**src/rtl/ysyx_22041071_axi_rd_arb_pkg.sv**
```systemverilog
// Shared definitions for the IF/MEM read arbiter: transaction IDs, FSM states
// and AXI size encodings.
package ysyx_22041071_axi_rd_arb_pkg;

  localparam int unsigned ID_IF  = 0;
  localparam int unsigned ID_MEM = 1;

  typedef enum logic [1:0] {
    ST_IDLE  = 2'd0,
    ST_ISSUE = 2'd1,
    ST_WAIT  = 2'd2
  } arb_state_e;

  typedef enum logic [1:0] {
    SIZE_1B = 2'b00,
    SIZE_2B = 2'b01,
    SIZE_4B = 2'b10,
    SIZE_8B = 2'b11
  } axi_size_e;

endpackage

```
**src/rtl/ysyx_22041071_axi_rd_arb_if.sv**
```systemverilog
// Bundle of the IF/MEM request/response ports and the cpu-side read-master port.
// master = units and read master, slave = the arbiter.
interface ysyx_22041071_axi_rd_arb_if #(
  parameter int ADDR_W = 64,
  parameter int DATA_W = 64,
  parameter int LEN_W  = 8,
  parameter int ID_W   = 4
);
  logic              if_req_valid;
  logic [ADDR_W-1:0] if_req_addr;
  logic [LEN_W-1:0]  if_req_len;
  logic [1:0]        if_req_size;
  logic              if_req_ready;
  logic              if_rsp_valid;
  logic [DATA_W-1:0] if_rsp_data;
  logic [1:0]        if_rsp_resp;
  logic              if_rsp_last;

  logic              mem_req_valid;
  logic [ADDR_W-1:0] mem_req_addr;
  logic [LEN_W-1:0]  mem_req_len;
  logic [1:0]        mem_req_size;
  logic              mem_req_ready;
  logic              mem_rsp_valid;
  logic [DATA_W-1:0] mem_rsp_data;
  logic [1:0]        mem_rsp_resp;
  logic              mem_rsp_last;

  logic              cpu_ar_valid;
  logic [ID_W-1:0]   cpu_id;
  logic [ADDR_W-1:0] cpu_addr;
  logic [LEN_W-1:0]  cpu_len;
  logic [1:0]        cpu_size;
  logic              cpu_ar_ready;
  logic              cpu_r_valid;
  logic [DATA_W-1:0] cpu_r_data;
  logic [1:0]        cpu_r_resp;

  modport master (
    output if_req_valid, if_req_addr, if_req_len, if_req_size,
    input  if_req_ready, if_rsp_valid, if_rsp_data, if_rsp_resp, if_rsp_last,
    output mem_req_valid, mem_req_addr, mem_req_len, mem_req_size,
    input  mem_req_ready, mem_rsp_valid, mem_rsp_data, mem_rsp_resp, mem_rsp_last,
    input  cpu_ar_valid, cpu_id, cpu_addr, cpu_len, cpu_size,
    output cpu_ar_ready, cpu_r_valid, cpu_r_data, cpu_r_resp
  );

  modport slave (
    input  if_req_valid, if_req_addr, if_req_len, if_req_size,
    output if_req_ready, if_rsp_valid, if_rsp_data, if_rsp_resp, if_rsp_last,
    input  mem_req_valid, mem_req_addr, mem_req_len, mem_req_size,
    output mem_req_ready, mem_rsp_valid, mem_rsp_data, mem_rsp_resp, mem_rsp_last,
    output cpu_ar_valid, cpu_id, cpu_addr, cpu_len, cpu_size,
    input  cpu_ar_ready, cpu_r_valid, cpu_r_data, cpu_r_resp
  );
endinterface

```
**src/rtl/ysyx_22041071_axi_rd_arb_rr_arb2.sv**
```systemverilog
// Two-way round-robin picker. Bit 0 is IF, bit 1 is MEM; on contention the
// requester that did not win last time is granted.
module ysyx_22041071_rr_arb2 (
  input  logic       clk,
  input  logic       reset_n,
  input  logic [1:0] req,
  input  logic       update,
  output logic [1:0] grant
);
  logic last_mem_reg;

  always_comb begin
    grant = 2'b00;
    case (req)
      2'b01:   grant = 2'b01;
      2'b10:   grant = 2'b10;
      2'b11:   grant = last_mem_reg ? 2'b01 : 2'b10;
      default: grant = 2'b00;
    endcase
  end

  always_ff @(posedge clk or negedge reset_n) begin
    if (!reset_n) begin
      last_mem_reg <= 1'b0;
    end else if (update && (grant != 2'b00)) begin
      last_mem_reg <= grant[1];
    end
  end
endmodule

```
**src/rtl/ysyx_22041071_axi_rd_arb.sv**
```systemverilog
// IF/MEM read arbiter: grants one request at a time, holds it on the cpu port
// for the whole burst and steers returned beats to the owning unit.
module ysyx_22041071_axi_rd_arb
  import ysyx_22041071_axi_rd_arb_pkg::*;
#(
  parameter int ADDR_W = 64,
  parameter int DATA_W = 64,
  parameter int LEN_W  = 8,
  parameter int ID_W   = 4
) (
  input logic                          clk,
  input logic                          reset_n,
  ysyx_22041071_axi_rd_arb_if.slave    bus
);
  arb_state_e        state_reg, state_next;
  logic              owner_mem_reg;
  logic [ID_W-1:0]   id_reg;
  logic [ADDR_W-1:0] addr_reg;
  logic [LEN_W-1:0]  len_reg;
  axi_size_e         size_reg;
  logic [LEN_W-1:0]  cnt_reg;

  logic [1:0] req_vec;
  logic [1:0] grant;
  logic       granting;
  logic       beat;
  logic       last_beat;

  // Requests are only offered in IDLE, and masked while reset is held so
  // req_ready reads 0 during reset.
  assign req_vec  = (state_reg == ST_IDLE && reset_n) ?
                    {bus.mem_req_valid, bus.if_req_valid} : 2'b00;
  assign granting = (grant != 2'b00);

  ysyx_22041071_rr_arb2 u_rr (
    .clk     (clk),
    .reset_n (reset_n),
    .req     (req_vec),
    .update  (granting),
    .grant   (grant)
  );

  assign beat      = (state_reg == ST_WAIT) && bus.cpu_r_valid;
  assign last_beat = beat && (cnt_reg == '0);

  always_ff @(posedge clk or negedge reset_n) begin
    if (!reset_n) begin
      state_reg <= ST_IDLE;
    end else begin
      state_reg <= state_next;
    end
  end

  always_comb begin
    state_next = state_reg;
    case (state_reg)
      ST_IDLE:  if (granting)         state_next = ST_ISSUE;
      ST_ISSUE: if (bus.cpu_ar_ready) state_next = ST_WAIT;
      ST_WAIT:  if (last_beat)        state_next = ST_IDLE;
      default:                        state_next = ST_IDLE;
    endcase
  end

  // Request fields are captured only at grant, so they stay stable until the
  // FSM is back in IDLE.
  always_ff @(posedge clk or negedge reset_n) begin
    if (!reset_n) begin
      owner_mem_reg <= 1'b0;
      id_reg        <= '0;
      addr_reg      <= '0;
      len_reg       <= '0;
      size_reg      <= SIZE_1B;
      cnt_reg       <= '0;
    end else begin
      if (state_reg == ST_IDLE && granting) begin
        owner_mem_reg <= grant[1];
        id_reg        <= grant[1] ? ID_W'(ID_MEM) : ID_W'(ID_IF);
        addr_reg      <= grant[1] ? bus.mem_req_addr : bus.if_req_addr;
        len_reg       <= grant[1] ? bus.mem_req_len  : bus.if_req_len;
        size_reg      <= axi_size_e'(grant[1] ? bus.mem_req_size : bus.if_req_size);
      end
      if (state_reg == ST_ISSUE && bus.cpu_ar_ready) begin
        cnt_reg <= len_reg;
      end else if (beat && (cnt_reg != '0)) begin
        cnt_reg <= cnt_reg - 1'b1;
      end
    end
  end

  assign bus.if_req_ready  = grant[0];
  assign bus.mem_req_ready = grant[1];

  assign bus.cpu_ar_valid = (state_reg == ST_ISSUE);
  assign bus.cpu_id       = id_reg;
  assign bus.cpu_addr     = addr_reg;
  assign bus.cpu_len      = len_reg;
  assign bus.cpu_size     = size_reg;

  // Data/resp go to both units; only valid and last follow the owner.
  assign bus.if_rsp_valid  = beat && !owner_mem_reg;
  assign bus.mem_rsp_valid = beat &&  owner_mem_reg;
  assign bus.if_rsp_last   = last_beat && !owner_mem_reg;
  assign bus.mem_rsp_last  = last_beat &&  owner_mem_reg;
  assign bus.if_rsp_data   = beat ? bus.cpu_r_data : '0;
  assign bus.mem_rsp_data  = beat ? bus.cpu_r_data : '0;
  assign bus.if_rsp_resp   = beat ? bus.cpu_r_resp : 2'b00;
  assign bus.mem_rsp_resp  = beat ? bus.cpu_r_resp : 2'b00;
endmodule

```
**src/flat_wrapper.sv**
```systemverilog
// flat-port wrapper written by rule: the top's interface ports become plain ports
module ysyx_22041071_axi_rd_arb_flat import ysyx_22041071_axi_rd_arb_pkg::*;
#(
  parameter int ADDR_W = 64,
  parameter int DATA_W = 64,
  parameter int LEN_W  = 8,
  parameter int ID_W   = 4
)
  (clk, reset_n, bus_if_req_valid, bus_if_req_addr, bus_if_req_len, bus_if_req_size, bus_if_req_ready, bus_if_rsp_valid, bus_if_rsp_data, bus_if_rsp_resp, bus_if_rsp_last, bus_mem_req_valid, bus_mem_req_addr, bus_mem_req_len, bus_mem_req_size, bus_mem_req_ready, bus_mem_rsp_valid, bus_mem_rsp_data, bus_mem_rsp_resp, bus_mem_rsp_last, bus_cpu_ar_valid, bus_cpu_id, bus_cpu_addr, bus_cpu_len, bus_cpu_size, bus_cpu_ar_ready, bus_cpu_r_valid, bus_cpu_r_data, bus_cpu_r_resp);
  ysyx_22041071_axi_rd_arb_if #(.ADDR_W(ADDR_W), .DATA_W(DATA_W), .LEN_W(LEN_W), .ID_W(ID_W)) bus_i ();
  input logic clk;
  input logic reset_n;
  input wire logic [$bits(bus_i.if_req_valid)-1:0] bus_if_req_valid;
  input wire logic [$bits(bus_i.if_req_addr)-1:0] bus_if_req_addr;
  input wire logic [$bits(bus_i.if_req_len)-1:0] bus_if_req_len;
  input wire logic [$bits(bus_i.if_req_size)-1:0] bus_if_req_size;
  output wire logic [$bits(bus_i.if_req_ready)-1:0] bus_if_req_ready;
  output wire logic [$bits(bus_i.if_rsp_valid)-1:0] bus_if_rsp_valid;
  output wire logic [$bits(bus_i.if_rsp_data)-1:0] bus_if_rsp_data;
  output wire logic [$bits(bus_i.if_rsp_resp)-1:0] bus_if_rsp_resp;
  output wire logic [$bits(bus_i.if_rsp_last)-1:0] bus_if_rsp_last;
  input wire logic [$bits(bus_i.mem_req_valid)-1:0] bus_mem_req_valid;
  input wire logic [$bits(bus_i.mem_req_addr)-1:0] bus_mem_req_addr;
  input wire logic [$bits(bus_i.mem_req_len)-1:0] bus_mem_req_len;
  input wire logic [$bits(bus_i.mem_req_size)-1:0] bus_mem_req_size;
  output wire logic [$bits(bus_i.mem_req_ready)-1:0] bus_mem_req_ready;
  output wire logic [$bits(bus_i.mem_rsp_valid)-1:0] bus_mem_rsp_valid;
  output wire logic [$bits(bus_i.mem_rsp_data)-1:0] bus_mem_rsp_data;
  output wire logic [$bits(bus_i.mem_rsp_resp)-1:0] bus_mem_rsp_resp;
  output wire logic [$bits(bus_i.mem_rsp_last)-1:0] bus_mem_rsp_last;
  output wire logic [$bits(bus_i.cpu_ar_valid)-1:0] bus_cpu_ar_valid;
  output wire logic [$bits(bus_i.cpu_id)-1:0] bus_cpu_id;
  output wire logic [$bits(bus_i.cpu_addr)-1:0] bus_cpu_addr;
  output wire logic [$bits(bus_i.cpu_len)-1:0] bus_cpu_len;
  output wire logic [$bits(bus_i.cpu_size)-1:0] bus_cpu_size;
  input wire logic [$bits(bus_i.cpu_ar_ready)-1:0] bus_cpu_ar_ready;
  input wire logic [$bits(bus_i.cpu_r_valid)-1:0] bus_cpu_r_valid;
  input wire logic [$bits(bus_i.cpu_r_data)-1:0] bus_cpu_r_data;
  input wire logic [$bits(bus_i.cpu_r_resp)-1:0] bus_cpu_r_resp;
  assign bus_i.if_req_valid = bus_if_req_valid;
  assign bus_i.if_req_addr = bus_if_req_addr;
  assign bus_i.if_req_len = bus_if_req_len;
  assign bus_i.if_req_size = bus_if_req_size;
  assign bus_if_req_ready = bus_i.if_req_ready;
  assign bus_if_rsp_valid = bus_i.if_rsp_valid;
  assign bus_if_rsp_data = bus_i.if_rsp_data;
  assign bus_if_rsp_resp = bus_i.if_rsp_resp;
  assign bus_if_rsp_last = bus_i.if_rsp_last;
  assign bus_i.mem_req_valid = bus_mem_req_valid;
  assign bus_i.mem_req_addr = bus_mem_req_addr;
  assign bus_i.mem_req_len = bus_mem_req_len;
  assign bus_i.mem_req_size = bus_mem_req_size;
  assign bus_mem_req_ready = bus_i.mem_req_ready;
  assign bus_mem_rsp_valid = bus_i.mem_rsp_valid;
  assign bus_mem_rsp_data = bus_i.mem_rsp_data;
  assign bus_mem_rsp_resp = bus_i.mem_rsp_resp;
  assign bus_mem_rsp_last = bus_i.mem_rsp_last;
  assign bus_cpu_ar_valid = bus_i.cpu_ar_valid;
  assign bus_cpu_id = bus_i.cpu_id;
  assign bus_cpu_addr = bus_i.cpu_addr;
  assign bus_cpu_len = bus_i.cpu_len;
  assign bus_cpu_size = bus_i.cpu_size;
  assign bus_i.cpu_ar_ready = bus_cpu_ar_ready;
  assign bus_i.cpu_r_valid = bus_cpu_r_valid;
  assign bus_i.cpu_r_data = bus_cpu_r_data;
  assign bus_i.cpu_r_resp = bus_cpu_r_resp;
  ysyx_22041071_axi_rd_arb #(.ADDR_W(ADDR_W), .DATA_W(DATA_W), .LEN_W(LEN_W), .ID_W(ID_W)) u_core (.clk(clk), .reset_n(reset_n), .bus(bus_i));
endmodule
```
**config.mk**
```make
export PLATFORM = sky130hd
export DESIGN_NAME = ysyx_22041071_axi_rd_arb_flat
export DESIGN_NICKNAME = d
export VERILOG_FILES = /design/src/rtl/ysyx_22041071_axi_rd_arb_pkg.sv /design/src/rtl/ysyx_22041071_axi_rd_arb_if.sv /design/src/rtl/ysyx_22041071_axi_rd_arb_rr_arb2.sv /design/src/rtl/ysyx_22041071_axi_rd_arb.sv /design/src/flat_wrapper.sv
export SDC_FILE = /design/constraint.sdc
export NUM_CORES = 1
export LEC_CHECK = 0
export CAP_MARGIN = 0
export CORE_AREA = 2 2 171 173
export DETAILED_ROUTE_END_ITERATION = 7
export DIE_AREA = 0 0 173 175
export PLACE_DENSITY_LB_ADDON = 0.12
export SYNTH_ARGS = -nofsm -noshare
export SYNTH_HDL_FRONTEND = slang
export SYNTH_SLANG_ARGS = --single-unit
```
**constraint.sdc**
```tcl
create_clock -name clk -period 2 [get_ports clk]
set_clock_uncertainty 0.2 [all_clocks]
set_input_delay 0.2 -clock clk [delete_from_list [all_inputs] [get_ports clk]]
set_output_delay 0.2 -clock clk [all_outputs]
set_load 0.005 [all_outputs]
```
==> results.tsv <==
metric	value	unit
critical_path.startpoint_type	register	
fraction_of_registers_with_async_set_or_reset_after_synthesis	100.0	%
synth_top_family_by_area	simple AND/OR/NAND/NOR gates	
clock.fmax	437.6	MHz
clk_latency	0.34	ns
synth_compound_area_share	9.310	%
fin_worst_hold_slack	0.2822	ns
critPathArrivalTime	1.89	ns
outcome	finished, violations left	
placeableCoreArea	0.02839	mm2
ir_worst_vdd	0.0004257	V
static-leakage-power	5.187	nW
finalCriticalPeriod	2.285	ns
most_frequent_cells_in_the_layout	293 x clkdlybuf4s50_1, 145 x buf_6, 86 x dfrtp_1, 80 x nor2_1, 70 x and2_4	
ant_nets	0	
violations	setup timing	
setup_viol_count_final	211	
power_density	1040	mW/mm2
post_synth_instance_area	0.005080	mm2
post_drt_wl_per_cell	19.27	um
slack_of_the_worst_reg_to_reg_path	-0.19	ns
numCtsBuffers	9	
synthesis.yosys.warnings	0	
largest_register_ff_count	64	
relative_slew_slack	58.55	%
firstDrtPassIters	4	
postSynthAreaPerCell	9.287	um2
most_frequently_used_flop_master_after_synthesis	dfrtp_1	
synthesis.instances	547	
globalplace.congestion	0.9014	
place_worst_setup_slack	-0.3266	ns
cts_tree	built	
dieArea	0.03028	mm2
maximum_number_of_pins_on_one_net_before_global_route_repair	79	
clock-sinks	86	
vias_per_cell	4.009	
dp_hpwl	18090	um
vias_in_the_first_global_route	5415	
antenna_found_initial	0	
synth.ff_latch_count	86	
cp.required	1.60	ns
floorplan.initialDensity	17.89	%
drt_iter0_markers	124	
wire_length_of_the_first_global_routing_pass	34400	um
grt_usage	15.03	%
multiInputGateArea	0.002735	mm2
worst_r2r_startpoint	u_core.state_reg[0]	
report.final.slew_viol_count	0	
crit_path_start	u_core.state_reg[0]	
placedCellCount	1305	
critPathCaptureType	primary output	
remaining_global_route_overflow	0	
worst_r2r_endpoint	u_core.bus.cpu_addr[54]	
seq_area_frac_synth	42.36	%
r2r.worst_path.cells	10	
synth_fa_ha_area_share	0.4926	%
num_antenna_cells	0	
finalInstanceArea	0.01147	mm2
ctsLongestPathBuffers	2	
worst_setup_hold_path_clk_slew	0.07	ns
synth_mux_area_share	14.58	%
final-seq-area	0.002152	mm2
mostFrequentLayoutCell	clkdlybuf4s50_1	
post_synth_num_cell_types	34	
fill_cells	2842	
finish.cell_count_without_fillers	1377	
ios	437	
totalPowerFinal	11.94	mW
cts_htree_levels	3	
post-route-worst-setup-slack	-0.2854	ns
post_synth_and_or_nand_nor_area_fraction	18.82	%
synth_enable_flop_cells	0	
synth_xor_xnor_area_share	0.1724	%
drive_gt1_share	37.56	%
clock-root-buffer	clkbuf_16	
hp-class	input port to register	
final_nets	1210	
die_width	173	um
critPathCapture	bus_if_rsp_data[48]	
via_count	5520	
fin_util	40.42	%
placement.io_buffers	433	
drcViolationCount	0	
row_count	62	
syn_to_final_growth	125.9	%
finalHoldViolCount	0	
worst_tran_pin_value	0.6218	ns
worst-setup-path-type	register to primary output	
die-height	175	um
timing.critical_path.fanout_max	6	
fin_crit_sh	114.3	%
max_cap_viols	0	
detail_route.wirelength	26530	um
finalSetupTns	-26.61	ns
placedInstanceArea	0.009617	mm2
grt_setup_unrepaired	yes	
[cell usage after synthesis (2+ instances only)]
master,n,area [um2]
nor3_1,3,15.01
nand2_1,12,45.04
nand3_1,7,35.03
nor2_1,80,300.3
or3b_1,2,17.52
o21ai_0,2,10.01
o211ai_1,5,37.54
buf_4,78,585.6
inv_1,5,18.77
or3_1,2,12.51
a21oi_1,76,380.4
clkbuf_1,7,26.28
dfrtp_1,86,2152
nand4_1,2,12.51
ha_1,2,25.02
buf_2,18,90.09
and2_1,70,437.9
mux2i_1,74,740.7
[report_power, final]
group | leakage [nW] | internal (mW) | switching, mW
clock | 0.160 | 1.23 | 0.739
combinational | 4.07 | 4.20 | 2.69
sequential | 0.956 | 2.58 | 0.506
total | 5.19 | 8.01 | 3.93
[timing repair]
action,in CTS,in global routing
hold buffers,1,0
pin swaps,23,97
gates resized for setup,421,375
cloned,3,14
endpoints found under the setup margin,145,249
hold endpoints to repair,43,0
setup buffers,18,25
[layout make-up]
class / instances / area share (%)
Clock inverter: 5 / 0.9268
Timing Repair Buffer: 531 / 50.10
Sequential cell: 86 / 18.75
Tap cell: 384 / 4.187
Inverter: 5 / 0.1636
Clock buffer: 11 / 2.028
Multi-Input combinational cell: 355 / 23.84
[layer usage]
layer / track usage (%) / wire length, um
met1: 15.83 / 9896
met2: 28.37 / 14240
met3: 4.874 / 1866
met4: 4.484 / 528
met5: 0 / 0
[kinds of logic after synthesis]
| group | after synthesis |
|---|---|
| AO/OA/AOI/OAI | 88 |
| XOR/XNOR | 1 |
| adder cells (fa/ha/maj) | 2 |
| buffers and inverters | 108 |
| flip-flops | 86 |
| multiplexers | 74 |
| other | 1 |
| AND/OR/NAND/NOR | 187 |
[critical path, cell delays in order, from the launching register on]
cell and delay [ns]:
dfrtp_1 0.41, and3b_4 0.38, buf_12 0.13, buf_8 0.11
clkbuf_16 0.15, buf_6 0.10, and2_4 0.16, buf_6 0.10
[worst min-delay path by stage]
stage / start / end / slack, ns / cells after the start
final: bus_if_req_addr[58] / u_core.bus.cpu_addr[58] / 0.28 / 3
after global routing: bus_if_req_addr[46] / u_core.bus.cpu_addr[46] / 0.29 / 3
after CTS: bus_if_req_len[1] / u_core.bus.cpu_len[1] / 0.26 / 3
after detailed placement: reset_n / u_core.bus.cpu_addr[46] / 0.18 / 2
after global placement: reset_n / u_core.bus.cpu_addr[46] / 0.19 / 2
after floorplan: reset_n / u_core.bus.cpu_addr[0] / -0.30 / 0
(Power assumes the default switching activity.)
